[src/rtl/exec_seq.sv]
// Command sequencer for the exec stage: turns valid/ready macro-commands into
// the registered per-cycle control vector (r, e, selects, reset, next, op).
module exec_seq #(
  parameter int OP_SIZE  = 32,
  parameter int CNT_W    = 8,
  parameter int PIPE_LAT = 2
) (
  input  logic               clk,
  input  logic               rst,
  input  logic               cmd_valid,
  output logic               cmd_ready,
  input  logic [2:0]         cmd_code,
  input  logic [OP_SIZE-1:0] cmd_data,
  input  logic               computation_end,
  output logic               r,
  output logic               e,
  output logic               o1,
  output logic               o2,
  output logic               w1,
  output logic               w2,
  output logic               reset,
  output logic               next,
  output logic [OP_SIZE-1:0] op,
  output logic               busy,
  output logic               done,
  output logic [2:0]         dbg_state
);

  // Handshake: a command transfers on a rising edge where cmd_valid and
  // cmd_ready are both high; cmd_ready is high only in IDLE, so every command
  // is followed by at least one IDLE cycle before the next can be taken.

  typedef enum logic [2:0] {
    S_IDLE  = 3'd0,
    S_ISSUE = 3'd1,
    S_RUN   = 3'd2,
    S_DRAIN = 3'd3,
    S_WB    = 3'd4,
    S_WAIT  = 3'd5
  } state_t;

  typedef struct packed {
    logic r;
    logic e;
    logic o1;
    logic o2;
    logic w1;
    logic w2;
    logic reset;
    logic next;
  } ctrl_t;

  localparam logic [2:0] OPC_LOAD_O1  = 3'd0;
  localparam logic [2:0] OPC_LOAD_O2  = 3'd1;
  localparam logic [2:0] OPC_LOAD_W1  = 3'd2;
  localparam logic [2:0] OPC_LOAD_W2  = 3'd3;
  localparam logic [2:0] OPC_RUN      = 3'd4;
  localparam logic [2:0] OPC_REWIND   = 3'd5;
  localparam logic [2:0] OPC_NEXT     = 3'd6;
  localparam logic [2:0] OPC_WAIT_END = 3'd7;

  localparam int DRAIN_W = (PIPE_LAT < 1) ? 1 : $clog2(PIPE_LAT + 1);
  localparam logic [DRAIN_W-1:0] DRAIN_INIT = DRAIN_W'(PIPE_LAT);

  localparam ctrl_t CTRL_MAC = '{r: 1'b1, e: 1'b1, o1: 1'b1, o2: 1'b1,
                                 w1: 1'b1, w2: 1'b1, reset: 1'b0, next: 1'b0};
  localparam ctrl_t CTRL_ACC = '{r: 1'b0, e: 1'b1, o1: 1'b0, o2: 1'b0,
                                 w1: 1'b0, w2: 1'b0, reset: 1'b0, next: 1'b0};
  localparam ctrl_t CTRL_WB  = '{r: 1'b0, e: 1'b1, o1: 1'b1, o2: 1'b0,
                                 w1: 1'b0, w2: 1'b0, reset: 1'b0, next: 1'b0};
  localparam ctrl_t CTRL_RWD = '{r: 1'b0, e: 1'b0, o1: 1'b1, o2: 1'b1,
                                 w1: 1'b0, w2: 1'b0, reset: 1'b1, next: 1'b0};
  localparam ctrl_t CTRL_NXT = '{r: 1'b0, e: 1'b0, o1: 1'b1, o2: 1'b1,
                                 w1: 1'b0, w2: 1'b0, reset: 1'b0, next: 1'b1};

  state_t             state, state_d;
  logic [CNT_W-1:0]   run_cnt, run_cnt_d;
  logic [DRAIN_W-1:0] drain_cnt, drain_cnt_d;
  ctrl_t              ctrl_q, ctrl_d;
  logic [OP_SIZE-1:0] op_d;
  logic               done_d;
  logic [CNT_W-1:0]   run_n;

  assign run_n = cmd_data[CNT_W-1:0];

  // Next-state logic also produces the control vector for the coming cycle,
  // so every output leaves a flop.
  always_comb begin
    state_d     = state;
    run_cnt_d   = run_cnt;
    drain_cnt_d = drain_cnt;
    ctrl_d      = '0;
    op_d        = '0;
    done_d      = 1'b0;
    unique case (state)
      S_IDLE: begin
        if (cmd_valid) begin
          unique case (cmd_code)
            OPC_LOAD_O1, OPC_LOAD_O2, OPC_LOAD_W1, OPC_LOAD_W2: begin
              state_d   = S_ISSUE;
              op_d      = cmd_data;
              done_d    = 1'b1;
              ctrl_d.o1 = (cmd_code == OPC_LOAD_O1);
              ctrl_d.o2 = (cmd_code == OPC_LOAD_O2);
              ctrl_d.w1 = (cmd_code == OPC_LOAD_W1);
              ctrl_d.w2 = (cmd_code == OPC_LOAD_W2);
            end
            OPC_RUN: begin
              if (run_n == '0) begin
                state_d = S_ISSUE;
                done_d  = 1'b1;
              end else begin
                state_d   = S_RUN;
                run_cnt_d = run_n;
                ctrl_d    = CTRL_MAC;
              end
            end
            OPC_REWIND: begin
              state_d = S_ISSUE;
              ctrl_d  = CTRL_RWD;
              done_d  = 1'b1;
            end
            OPC_NEXT: begin
              state_d = S_ISSUE;
              ctrl_d  = CTRL_NXT;
              done_d  = 1'b1;
            end
            OPC_WAIT_END: begin
              // computation_end already seen: the first WAIT cycle is the done cycle
              if (computation_end) begin
                state_d = S_ISSUE;
                done_d  = 1'b1;
              end else begin
                state_d = S_WAIT;
              end
            end
            default: state_d = S_IDLE;
          endcase
        end
      end
      S_ISSUE: state_d = S_IDLE;
      S_RUN: begin
        if (run_cnt == CNT_W'(1)) begin
          if (PIPE_LAT == 0) begin
            state_d = S_WB;
            ctrl_d  = CTRL_WB;
            done_d  = 1'b1;
          end else begin
            state_d     = S_DRAIN;
            drain_cnt_d = DRAIN_INIT;
            ctrl_d      = CTRL_ACC;
          end
        end else begin
          run_cnt_d = run_cnt - CNT_W'(1);
          ctrl_d    = CTRL_MAC;
        end
      end
      S_DRAIN: begin
        if (drain_cnt == DRAIN_W'(1)) begin
          state_d = S_WB;
          ctrl_d  = CTRL_WB;
          done_d  = 1'b1;
        end else begin
          drain_cnt_d = drain_cnt - DRAIN_W'(1);
          ctrl_d      = CTRL_ACC;
        end
      end
      S_WB: state_d = S_IDLE;
      S_WAIT: begin
        if (computation_end) begin
          state_d = S_ISSUE;
          done_d  = 1'b1;
        end
      end
      default: state_d = S_IDLE;
    endcase
  end

  always_ff @(posedge clk or posedge rst) begin
    if (rst) begin
      state     <= S_IDLE;
      run_cnt   <= '0;
      drain_cnt <= '0;
      ctrl_q    <= '0;
      op        <= '0;
      done      <= 1'b0;
    end else begin
      state     <= state_d;
      run_cnt   <= run_cnt_d;
      drain_cnt <= drain_cnt_d;
      ctrl_q    <= ctrl_d;
      op        <= op_d;
      done      <= done_d;
    end
  end

  assign r         = ctrl_q.r;
  assign e         = ctrl_q.e;
  assign o1        = ctrl_q.o1;
  assign o2        = ctrl_q.o2;
  assign w1        = ctrl_q.w1;
  assign w2        = ctrl_q.w2;
  assign reset     = ctrl_q.reset;
  assign next      = ctrl_q.next;
  assign busy      = (state != S_IDLE);
  assign cmd_ready = ~busy;
  assign dbg_state = state;

endmodule

[config.mk]
export PLATFORM = sky130hd
export DESIGN_NAME = exec_seq
export DESIGN_NICKNAME = d
export VERILOG_FILES = /design/src/rtl/exec_seq.sv
export SDC_FILE = /design/constraint.sdc
export NUM_CORES = 1
export LEC_CHECK = 0
export ABC_CLOCK_PERIOD_IN_PS = 4500
export CORE_MARGIN = 2
export CORE_UTILIZATION = 48
export DETAILED_ROUTE_END_ITERATION = 10
export GPL_TIMING_DRIVEN = 0
export PLACE_DENSITY = 0.85
export RECOVER_POWER = 50
export SYNTH_ARGS = -nofsm -noshare
export SYNTH_HDL_FRONTEND = slang
export SYNTH_SLANG_ARGS = --single-unit
[constraint.sdc]
create_clock -name clk -period 4.5 [get_ports clk]
set_clock_uncertainty 0.05 [all_clocks]
set_input_delay 0.9 -clock clk [delete_from_list [all_inputs] [get_ports clk]]
set_output_delay 0.9 -clock clk [all_outputs]
set_load 0.05 [all_outputs]
After elaboration in Yosys (flattened, before gate mapping)
Cells that the tools add are included.
{"block": "totals", "out_inout_bits": 46, "word_cells": 81, "in_bits": 39, "ff_bits": 54}
{"block": "op_classes", "n_mux": 33, "n_addsub": 2, "bitwise": 1, "reduce_logical": 12, "n_eq_ne": 20}
{"operator": "$mux W32", "count": 3}
{"operator": "$mux W8", "count": 7}
{"operator": "$pmux W8 S3", "count": 1}
{"operator": "$pmux W8 S2", "count": 1}
{"operator": "$eq A3 B3 Y1 const B", "count": 5}
{"operator": "$mux W3", "count": 5}
{"operator": "$ne A2 B2 Y1 const B", "count": 7}
{"operator": "$eq A3 B2 Y1 const B", "count": 4}
{"operator": "$pmux W3 S4", "count": 1}
{"operator": "$pmux W4 S3", "count": 1}
{"operator": "$pmux W3 S3", "count": 1}
{"operator": "$eq A8 B1 Y1 const B", "count": 1}
{"operator": "$logic_not A8 Y1", "count": 1}
{"operator": "$mux W2", "count": 4}
{"operator": "$sub A8 B1 Y8 const B", "count": 1}
{"operator": "$logic_not A3 Y1", "count": 2}
{"operator": "$mux W6", "count": 1}
{"operator": "$pmux W1 S3", "count": 2}
{"operator": "$pmux W2 S3", "count": 1}
{"operator": "$reduce_or A6 Y1", "count": 1}
{"operator": "$reduce_and A5 Y1", "count": 1}
{"operator": "$mux W1", "count": 4}
{"operator": "$pmux W2 S2", "count": 1}
{"operator": "$reduce_and A4 Y1", "count": 1}
{"operator": "other kinds (10)", "count": 11}

Longest topological paths before layout
Gate-level depths: netlist (run 1).
{"block": "depth", "word_depth": 5, "mapped_depth": 7, "ltp_nobuf": 6}

Least setup slack after synthesis (run 1)
OpenSTA, ideal clock, no wires.
{"block": "synth_path", "path_type": "register to output", "start": "register state[2], in the netlist dbg_state[2]", "end": "output port cmd_ready", "path_slack_ns": 1.732, "required_ns": 3.550, "arrival_ns": 1.818, "stages_incl_launch_ff": 4, "path_buffers": 1, "path_cell_list": "dfrtp_1 clkbuf_1 or3_1 inv_1"}
{"block": "synth_via", "elab_chain_len": 2}
{"element": "from (decl)", "line": "76", "rtl": "state_t state, state_d;"}
{"element": "from (signal assigned)", "line": "188", "rtl": "state <= state_d;"}
{"element": "$reduce_bool A3 Y1", "line": "205", "rtl": "assign busy = (state != S_IDLE);"}
{"element": "named net busy", "line": "24", "rtl": "output logic busy,"}
{"element": "$not A1 Y1", "line": "206", "rtl": "assign cmd_ready = ~busy;"}
{"element": "to (decl)", "line": "11", "rtl": "output logic cmd_ready,"}
The timed path passes the listed nets, and every way through them passes these cells.

Worst setup path in the final report (run 1)
{"block": "layout_path", "start": "register state[2], in the netlist dbg_state[2]", "end": "output port cmd_ready"}
{"block": "layout_via", "elab_chain_len": 2}
{"element": "$reduce_bool A3 Y1", "line": "205"}
{"element": "$not A1 Y1", "line": "206"}
No other way between the ends.

==> flow_summary.ini, run 1 <==
[outcome]
status = finished with violations
violations = max-capacitance violations, max-slew violations

[critical_path]
critPathMaxFanout = 10
cp.required_ns = 3.55
critPathCaptureType = output port
r2r_slack_ns = 1.60
worst-setup-path-type = reg2out
crit_slowest_cell = clkdlybuf4s50_1
cp_cell_sequence = clkbuf_1 -> or3_1 -> inv_1 -> clkdlybuf4s50_1
cp_top_family = buffers and inverters
worst_r2r_path_depth = 4
reg2reg_to = run_cnt[1]$_DFFE_PP0P_
cpPeakStageDelay_ns = 0.80
cp-start-kind = flip-flop
r2r_start = run_cnt[2]$_DFFE_PP0P_
cp_data_arrival_time_ns = 2.25
worst-path-stages = 4
critPathBufInv = 3

[placed_design]
dp_hpwl_um = 4240
globalplace.congestion = 0.836
portBuffers = 82

[yosys]
ys_warn_count = 0
synth_xor_xnor_area_share_pct = 0
synth_compound_area_share_pct = 16.3
synth_edf_count = 0
yosys_register_bits = 54
syn_nets = 260
netlist_instances = 218
syn_area_mm2 = 0.00243
postSynth.asyncResetShare_pct = 100
synthMuxAreaShare_pct = 1.03
synth-adder-area-share_pct = 1.55
synth-seq-area-share_pct = 55.7
yosysTopAreaCell = dfrtp_1
ys_types = 54
synth_top_family_by_area = simple AND/OR/NAND/NOR gates
syn_area_per_cell_um2 = 11.1
synthTopCellsByArea = dfrtp_1 (56%), and2_1 (8.3%), o21ai_0 (2.9%), a21oi_1 (1.9%), nand2_1 (1.7%)
synth-simple-area-share_pct = 22.0
ys.flop_type = dfrtp_1
synth_top_cell_area_share_pct = 55.7

[cells_and_area]
diodes = 0
most-common-layout-cells = clkdlybuf4s50_1 (79), dfrtp_1 (54), and2_1 (24)
final_common_cell = clkdlybuf4s50_1
drive_above_1_share_pct = 7.12
fillers = 360
syn2layout_area_growth_pct = 40.3
multi_input_area_um2 = 958
nets = 350
regArea_mm2 = 0.00135

[clocking]
clk_latency_ns = 0.31
cts-resized-gates = 0
cts_tree = done
clk_path_buf_depth = 2
cts_hold_buf = 0
h-tree-depth = 2
post-cts-setup-buffers = 0
root_buffer = clkbuf_8
clk_pin_slew_ns = 0.09
cts-buffers-inserted = 5
clock_sinks = 54

[routing]
drtIter0Drc = 137
routedWlPerCell_um = 15.3
viasPerCell = 5.34
dr.pass1.iters = 4
ant_nets = 0
routed-via-count = 2009
drc = 0
totalWireLength_um = 5760

[floorplan]
rows = 25
core_mm2 = 0.00479
pin_count = 85
die_area_mm2 = 0.00564
die_h_um = 75.1
start_util_pct = 50.7
die_x_um = 75.1

[global_route]
grt_pass1_vias = 1921
grtUsageTotal_pct = 21.5
grt_pass1_wl_um = 9100
grt_max_degree = 30
overflow = 0
antenna_found_initial = 0

[min_path]
holdPathEnd = run_cnt[6]$_DFFE_PP0P_
whs_path_depth = 1
hold_path.class = reg2reg
min_from = run_cnt[6]$_DFFE_PP0P_

[timing]
clock.fmax_mhz = 312
slew_viol_final = 7
finalSetupViolations = 0
slew_headroom_pct = -3.16
whs_ns = 0.446
layout_min_cycle_time_ns = 3.20
finalSetupTns_ns = 0
tightestPinTransition_ns = 1.53
finalCritPeriodShare_pct = 71.2
finalHoldViolCount = 0
grt_setup_unrepaired = no

[power]
power_density_mw_per_mm2 = 529
leakage_nw = 1.50
peakVddDrop_mv = 0.332
p_total_mw = 1.80

[run]
cap_violations = 1
==> through the flow <==
step                      util [%]  setup WS, ns  instance area (µm²)  instances
after CTS                     72.2          1.26                 3460        376
after detailed placement      70.0          1.48                 3350        368
final                         71.1          1.30                 3400        376
after global placement        69.6          1.31                 3330        367
after floorplan                  -          1.73                 2430        218
after global routing          71.1         0.901                 3400        376
==> worst max-delay path by stage <==
| stage | endpoint | from | slack [ns] |
|---|---|---|---|
| final | cmd_ready | dbg_state[2]$_DFFE_PP0P_ | 1.30 |
| after global placement | op[4]$_DFF_PP0_ | rst | 1.31 |
| after floorplan | cmd_ready | dbg_state[2]$_DFFE_PP0P_ | 1.73 |
| after global routing | run_cnt[1]$_DFFE_PP0P_ | rst | 0.90 |
| after detailed placement | run_cnt[1]$_DFFE_PP0P_ | cmd_data[5] | 1.48 |
| after CTS | cmd_ready | dbg_state[2]$_DFFE_PP0P_ | 1.26 |
==> report_power, final <==
group / leakage, nW / internal (mW) / total, mW / switching, mW
sequential: 0.715 / 0.588 / 0.662 / 0.0735
clock: 0.0544 / 0.141 / 0.294 / 0.153
combinational: 0.726 / 0.313 / 0.845 / 0.532
total: 1.50 / 1.04 / 1.80 / 0.758
==> synthesized netlist by cell type, drive strengths merged (2+ instances only) <==
cell type,n
o21ai,14
and2,32
buf,4
dfrtp,54
a21oi,9
a21o,3
o22ai,3
o32ai,2
or3,4
clkbuf,8
inv,9
or4,2
nor3,5
a22o,3
nor4,4
or2,2
o211ai,2
ha,3
nor3b,6
o2bb2a,2
a31o,2
or3b,2
nand3,3
a211oi,3
or4b,2
nand2,12
nor2,4
o41ai,2
a22oi,3
==> cells by family (layout without fill, tap and decap cells) <==
logic type / after synthesis / count (layout)
compound gates: 54 / 54
fa+ha+maj: 3 / 3
buf+inv: 21 / 112
flops: 54 / 54
mux: 2 / 2
simple gates: 84 / 84
==> metal layers <==
layer,track usage (%),wire length (µm)
met1,27.2,2240
met2,34.8,3050
met3,4.42,297
met4,11.3,178
met5,0,0
==> sequential cells by signal, summed over array words and instances, names as in the netlist, 2 cells and up <==
register / cells
drain_cnt: 2
dbg_state: 3
run_cnt: 8
op: 32
==> area by class of cell <==
| class | count | share of cell area (%) |
|---|---|---|
| Tap cell | 67 | 2.46 |
| Sequential cell | 54 | 39.7 |
| Timing Repair Buffer | 83 | 24.2 |
| Buffer | 12 | 1.40 |
| Inverter | 9 | 0.992 |
| Multi-Input combinational cell | 143 | 28.2 |
| Clock buffer | 7 | 2.83 |
| Clock inverter | 1 | 0.257 |
Note: power is estimated with default switching activity, not from simulation.
==> run 2: changes to the inputs <==
Settings changed: ABC_CLOCK_PERIOD_IN_PS 4500 to 2800, CORE_UTILIZATION 48 to 40, PLACE_DENSITY 0.85 to 0.76.
Clock period 4.5 ns to 2.8 ns, I/O delays scaled along.
==> run 2 against run 1 <==
  * The flow now finishes without violations
  * Routed wire length is 2.2% lower
  * Cell count is 2.1% higher
  * Hold slack better by 0.0078 ns
  * Worst setup slack worse by 1.1 ns
  * Sequential cell count stayed put
  * Via count is 1.5% lower
  * Combinational power is 59% higher
  * Non-clock buffer count stayed put
  * First-iteration DRC count is 36% lower
  * Utilization is 13 points lower
  * Sequential share of layout area is 0.30 points lower
  * Largest power group unchanged
==> flow_summary.ini, run 2 (synthesis results as in run 1) <==
[routing]
drtIter0Drc = 87
routed-via-count = 1979
dr.pass1.iters = 4
drc = 0
viasPerCell = 5.15
totalWireLength_um = 5630
ant_nets = 0
routedWlPerCell_um = 14.7

[power]
power_density_mw_per_mm2 = 852
seq_power_share_pct = 36.4
p_total_mw = 2.92
power_frac_comb_pct = 45.9
p_int_mw = 1.70
p_clk_share_pct = 17.7
power_switching_mw = 1.22
leakage_nw = 1.56
swShare_pct = 41.8
peakVddDrop_mv = 0.340

[floorplan]
die_h_um = 81.9
start_util_pct = 41.2
die_area_mm2 = 0.00670
core_mm2 = 0.00589
die_x_um = 81.9
pin_count = 85
rows = 28

[critical_path]
cp-start-kind = input pin
worst_r2r_path_depth = 4
cp.required_ns = 2.95
critPathCaptureType = flip-flop
r2r_slack_ns = 0.36
reg2reg_to = run_cnt[1]$_DFFE_PP0P_
critPathMaxFanout = 8
r2r_start = run_cnt[2]$_DFFE_PP0P_
cp_data_arrival_time_ns = 2.78
worst-setup-path-type = in2reg

[timing]
finalHoldViolCount = 0
clock.fmax_mhz = 380
finalSetupTns_ns = 0
tightestPinTransition_ns = 0.925
layout_min_cycle_time_ns = 2.63
finalCritPeriodShare_pct = 94.1
grt_setup_unrepaired = no
whs_ns = 0.454
slew_viol_final = 0
finalSetupViolations = 0
slew_headroom_pct = 37.7

[cells_and_area]
syn2layout_area_growth_pct = 41.4
drive_above_1_share_pct = 7.44
diodes = 0
nets = 350
finalInstanceArea_mm2 = 0.00343
fillers = 484
most-common-layout-cells = clkdlybuf4s50_1 (63), dfrtp_1 (54), and2_1 (31)
largest_reg_flops = 32
regMostFlops = op
final_common_cell = clkdlybuf4s50_1

[clocking]
cts-resized-gates = 1
clk_pin_slew_ns = 0.09
post-cts-setup-buffers = 0
cts_tree = done
root_buffer = clkbuf_8
clk_latency_ns = 0.30
cts_hold_buf = 0
clk_path_buf_depth = 2
cts-buffers-inserted = 5
clock_sinks = 54
h-tree-depth = 2

[global_route]
antenna_found_initial = 0
grt_pass1_vias = 1788
grt_max_degree = 36
grtUsageTotal_pct = 16.8
overflow = 0
grt_pass1_wl_um = 8620

[placed_design]
portBuffers = 82
globalplace.congestion = 0.870
dpl-instance-area_mm2 = 0.00336
dp_hpwl_um = 4170

[min_path]
holdPathEnd = run_cnt[6]$_DFFE_PP0P_
min_from = run_cnt[6]$_DFFE_PP0P_
whs_path_depth = 1
hold_path.class = reg2reg

[run]
cap_violations = 0

[outcome]
status = finished clean
## run 2: layout make-up
| type | instances | area (µm²) | share of cell area (%) |
|---|---|---|---|
| inverters | 9 | 33.8 | 0.985 |
| repair buffers | 83 | 827 | 24.1 |
| plain buffers | 12 | 47.5 | 1.39 |
| clock buffers | 6 | 72.6 | 2.12 |
| flip-flops and latches | 54 | 1350 | 39.4 |
| well taps | 75 | 93.8 | 2.74 |
| multi-input cells | 143 | 967 | 28.2 |
| clock inverters | 2 | 37.5 | 1.09 |
## run 2: stage by stage
step	instances	util, %	worst slack (ns)
after floorplan	218	-	0.372
after global placement	375	56.8	-0.0587
after detailed placement	376	57.1	0.0663
after CTS	384	58.9	0.0719
after global routing	384	58.3	0.118
final	384	58.3	0.166
## run 2: how the worst max path moves through the flow
| stage | to | slack, ns | from | cells after the start |
|---|---|---|---|---|
| after floorplan | cmd_ready | 0.37 | dbg_state[2]$_DFFE_PP0P_ | 3 |
| after global placement | dbg_state[0]$_DFFE_PP0P_ | -0.06 | rst | 2 |
| after detailed placement | run_cnt[1]$_DFFE_PP0P_ | 0.07 | cmd_data[5] | 5 |
| after CTS | busy | 0.07 | dbg_state[2]$_DFFE_PP0P_ | 3 |
| after global routing | run_cnt[1]$_DFFE_PP0P_ | 0.12 | cmd_data[5] | 5 |
| final | run_cnt[1]$_DFFE_PP0P_ | 0.17 | cmd_data[5] | 5 |
## run 2: worst max-delay path: stages
cell and delay [ns]:
clkdlybuf4s50_1 0.49, or4_1 0.60, o211ai_1 0.59, nand2_4 0.19, mux2_4 0.35
## run 2: metal layers
| metal | part of all wire [%] | up-vias | global-route usage, % | wire length (µm) |
|---|---|---|---|---|
| li1 | - | 953 | - | - |
| met1 | 43 | 933 | 21.4 | 2440 |
| met2 | 46 | 86 | 28.2 | 2600 |
| met3 | 8.9 | 7 | 4.07 | 503 |
| met4 | 1.5 | 0 | 5.50 | 82 |
| met5 | 0 | - | 0 | 0 |
## run 2: power groups by stage
stage                     Combinational, mW  Clock (mW)  Sequential, mW
after CTS                              1.38       0.529            1.07
after global routing                   1.45       0.563            1.08
after detailed placement               1.38           0            1.08
after floorplan                       0.610           0            1.41
after global placement                 1.36           0            1.07
final                                  1.34       0.516            1.06
==> run 3: changes to the inputs <==
Settings changed: SETUP_SLACK_MARGIN set to 0.15.
==> run 3 against run 2 <==
  * Global-route usage did not move
  * Routed wire length barely moved
  * Design area fell by 0.22%
  * Cell count did not move
  * Non-clock buffer count did not move
  * Clock power barely moved
  * Clock-buffer cell count did not move
  * Utilization fell by 0.13 points
  * Sequential power barely moved
  * Critical endpoint unchanged
==> flow_summary.ini, run 3 (synthesis results as in run 1) <==
[critical_path]
crit_slowest_cell = or4_1
critPathMaxFanout = 8
cp-start-kind = input pin
reg2reg_to = run_cnt[1]$_DFFE_PP0P_
cp_top_family = simple AND/OR/NAND/NOR gates
cp_data_arrival_time_ns = 2.78
cpPeakStageDelay_ns = 0.59
r2r_slack_ns = 0.37
critPathCaptureType = flip-flop
cp_cell_sequence = clkdlybuf4s50_1 -> or4_1 -> o211ai_1 -> nand2_4 -> mux2_4
r2r_start = run_cnt[2]$_DFFE_PP0P_
cp.required_ns = 2.95
worst-setup-path-type = in2reg
critPathBufInv = 1
worst_r2r_path_depth = 4

[clocking]
clock_sinks = 54
root_buffer = clkbuf_8
clk_path_buf_depth = 2
clk_pin_slew_ns = 0.09
h-tree-depth = 2
clk_latency_ns = 0.30
cts-buffers-inserted = 5
post-cts-setup-buffers = 0
cts_tree = done

[routing]
routedWlPerCell_um = 14.7
drc = 0
routed-via-count = 1965
totalWireLength_um = 5630
dr.pass1.iters = 4
drtIter0Drc = 85
viasPerCell = 5.12
ant_nets = 0

[floorplan]
pin_count = 85
start_util_pct = 41.2
die_x_um = 81.9
rows = 28
die_area_mm2 = 0.00670
die_h_um = 81.9
core_mm2 = 0.00589

[cells_and_area]
final_core_util_pct = 58.2
nets = 350
fillers = 485
diodes = 0
drive_above_1_share_pct = 7.77
regMostFlops = op
multi_input_area_um2 = 967
most-common-layout-cells = clkdlybuf4s50_1 (63), dfrtp_1 (54), and2_1 (31)
final_common_cell = clkdlybuf4s50_1
largest_reg_flops = 32
regArea_mm2 = 0.00135
syn2layout_area_growth_pct = 41.1

[global_route]
grtUsageTotal_pct = 16.8
overflow = 0
grt_pass1_vias = 1788
grt_max_degree = 36
antenna_found_initial = 0
grt_pass1_wl_um = 8620

[timing]
finalHoldViolCount = 0
finalSetupViolations = 0
grt_setup_unrepaired = no
finalCritPeriodShare_pct = 94.1
clock.fmax_mhz = 380
fin_ws_ns = 0.165
slew_viol_final = 0
layout_min_cycle_time_ns = 2.63
slew_headroom_pct = 37.7
finalSetupTns_ns = 0
tightestPinTransition_ns = 0.924

[power]
peakVddDrop_mv = 0.337
power_density_mw_per_mm2 = 851
leakage_nw = 1.55

[placed_design]
place_ws_ns = 0.0663
portBuffers = 82
dp_hpwl_um = 4170
globalplace.congestion = 0.870

[outcome]
status = finished clean

[min_path]
hold_path.class = reg2reg
min_from = run_cnt[6]$_DFFE_PP0P_
holdPathEnd = run_cnt[6]$_DFFE_PP0P_
whs_path_depth = 1

[run]
cap_violations = 0
[run 3: cell types whose count changed in the layout (fill, tap and decap cells not counted)]
cell,before,now
dlymetal6s2s_1,1,0
clkbuf_2,1,2
[run 3: worst max-delay path by stage]
| stage | start | endpoint | slack (ns) | depth (start not counted) |
|---|---|---|---|---|
| 3_3_place_gp | rst | dbg_state[0]$_DFFE_PP0P_ | -0.06 | 2 |
| 2_1_floorplan | dbg_state[2]$_DFFE_PP0P_ | cmd_ready | 0.37 | 3 |
| 5_1_grt | cmd_data[5] | run_cnt[1]$_DFFE_PP0P_ | 0.12 | 5 |
| 4_1_cts | dbg_state[2]$_DFFE_PP0P_ | cmd_ready | 0.21 | 4 |
| 6_report | cmd_data[5] | run_cnt[1]$_DFFE_PP0P_ | 0.17 | 5 |
| 3_5_place_dp | cmd_data[5] | run_cnt[1]$_DFFE_PP0P_ | 0.07 | 5 |
[run 3: area by class of cell]
class	instances	share of cell area, %
Timing Repair Buffer	83	23.9
Multi-Input combinational cell	143	28.3
Inverter	9	0.987
Clock inverter	2	1.10
Clock buffer	6	2.12
Buffer	12	1.39
Sequential cell	54	39.5
Tap cell	75	2.74
[run 3: where the power goes]
group          switching (mW)  internal (mW)
clock                   0.249          0.267
combinational           0.853          0.481
sequential              0.118          0.945
[run 3: what timing repair did]
item                                    4_1_cts  5_1_grt
gates resized for setup                       2        2
endpoints found under the setup margin        2        1
cloned                                        0        0
hold buffers                                  0        0
[run 3: through the flow]
step / hold WS (ns) / power, mW / area, µm² / std cells
6_report: 0.454 / 2.91 / 3420 / 384
5_1_grt: 0.483 / 3.09 / 3420 / 384
4_1_cts: 0.467 / 2.97 / 3470 / 384
3_5_place_dp: 0.443 / 2.46 / 3360 / 376
3_3_place_gp: 0.428 / 2.44 / 3340 / 375
2_1_floorplan: 0.408 / 2.02 / 2430 / 218
[run 3: per-layer routing]
| layer | vias up | global-route usage, % | part of all wire (%) |
|---|---|---|---|
| li1 | 952 | - | - |
| met1 | 927 | 21.4 | 44 |
| met2 | 79 | 28.2 | 46 |
| met3 | 7 | 4.07 | 8.4 |
| met4 | 0 | 5.50 | 1.5 |
| met5 | - | 0 | 0 |
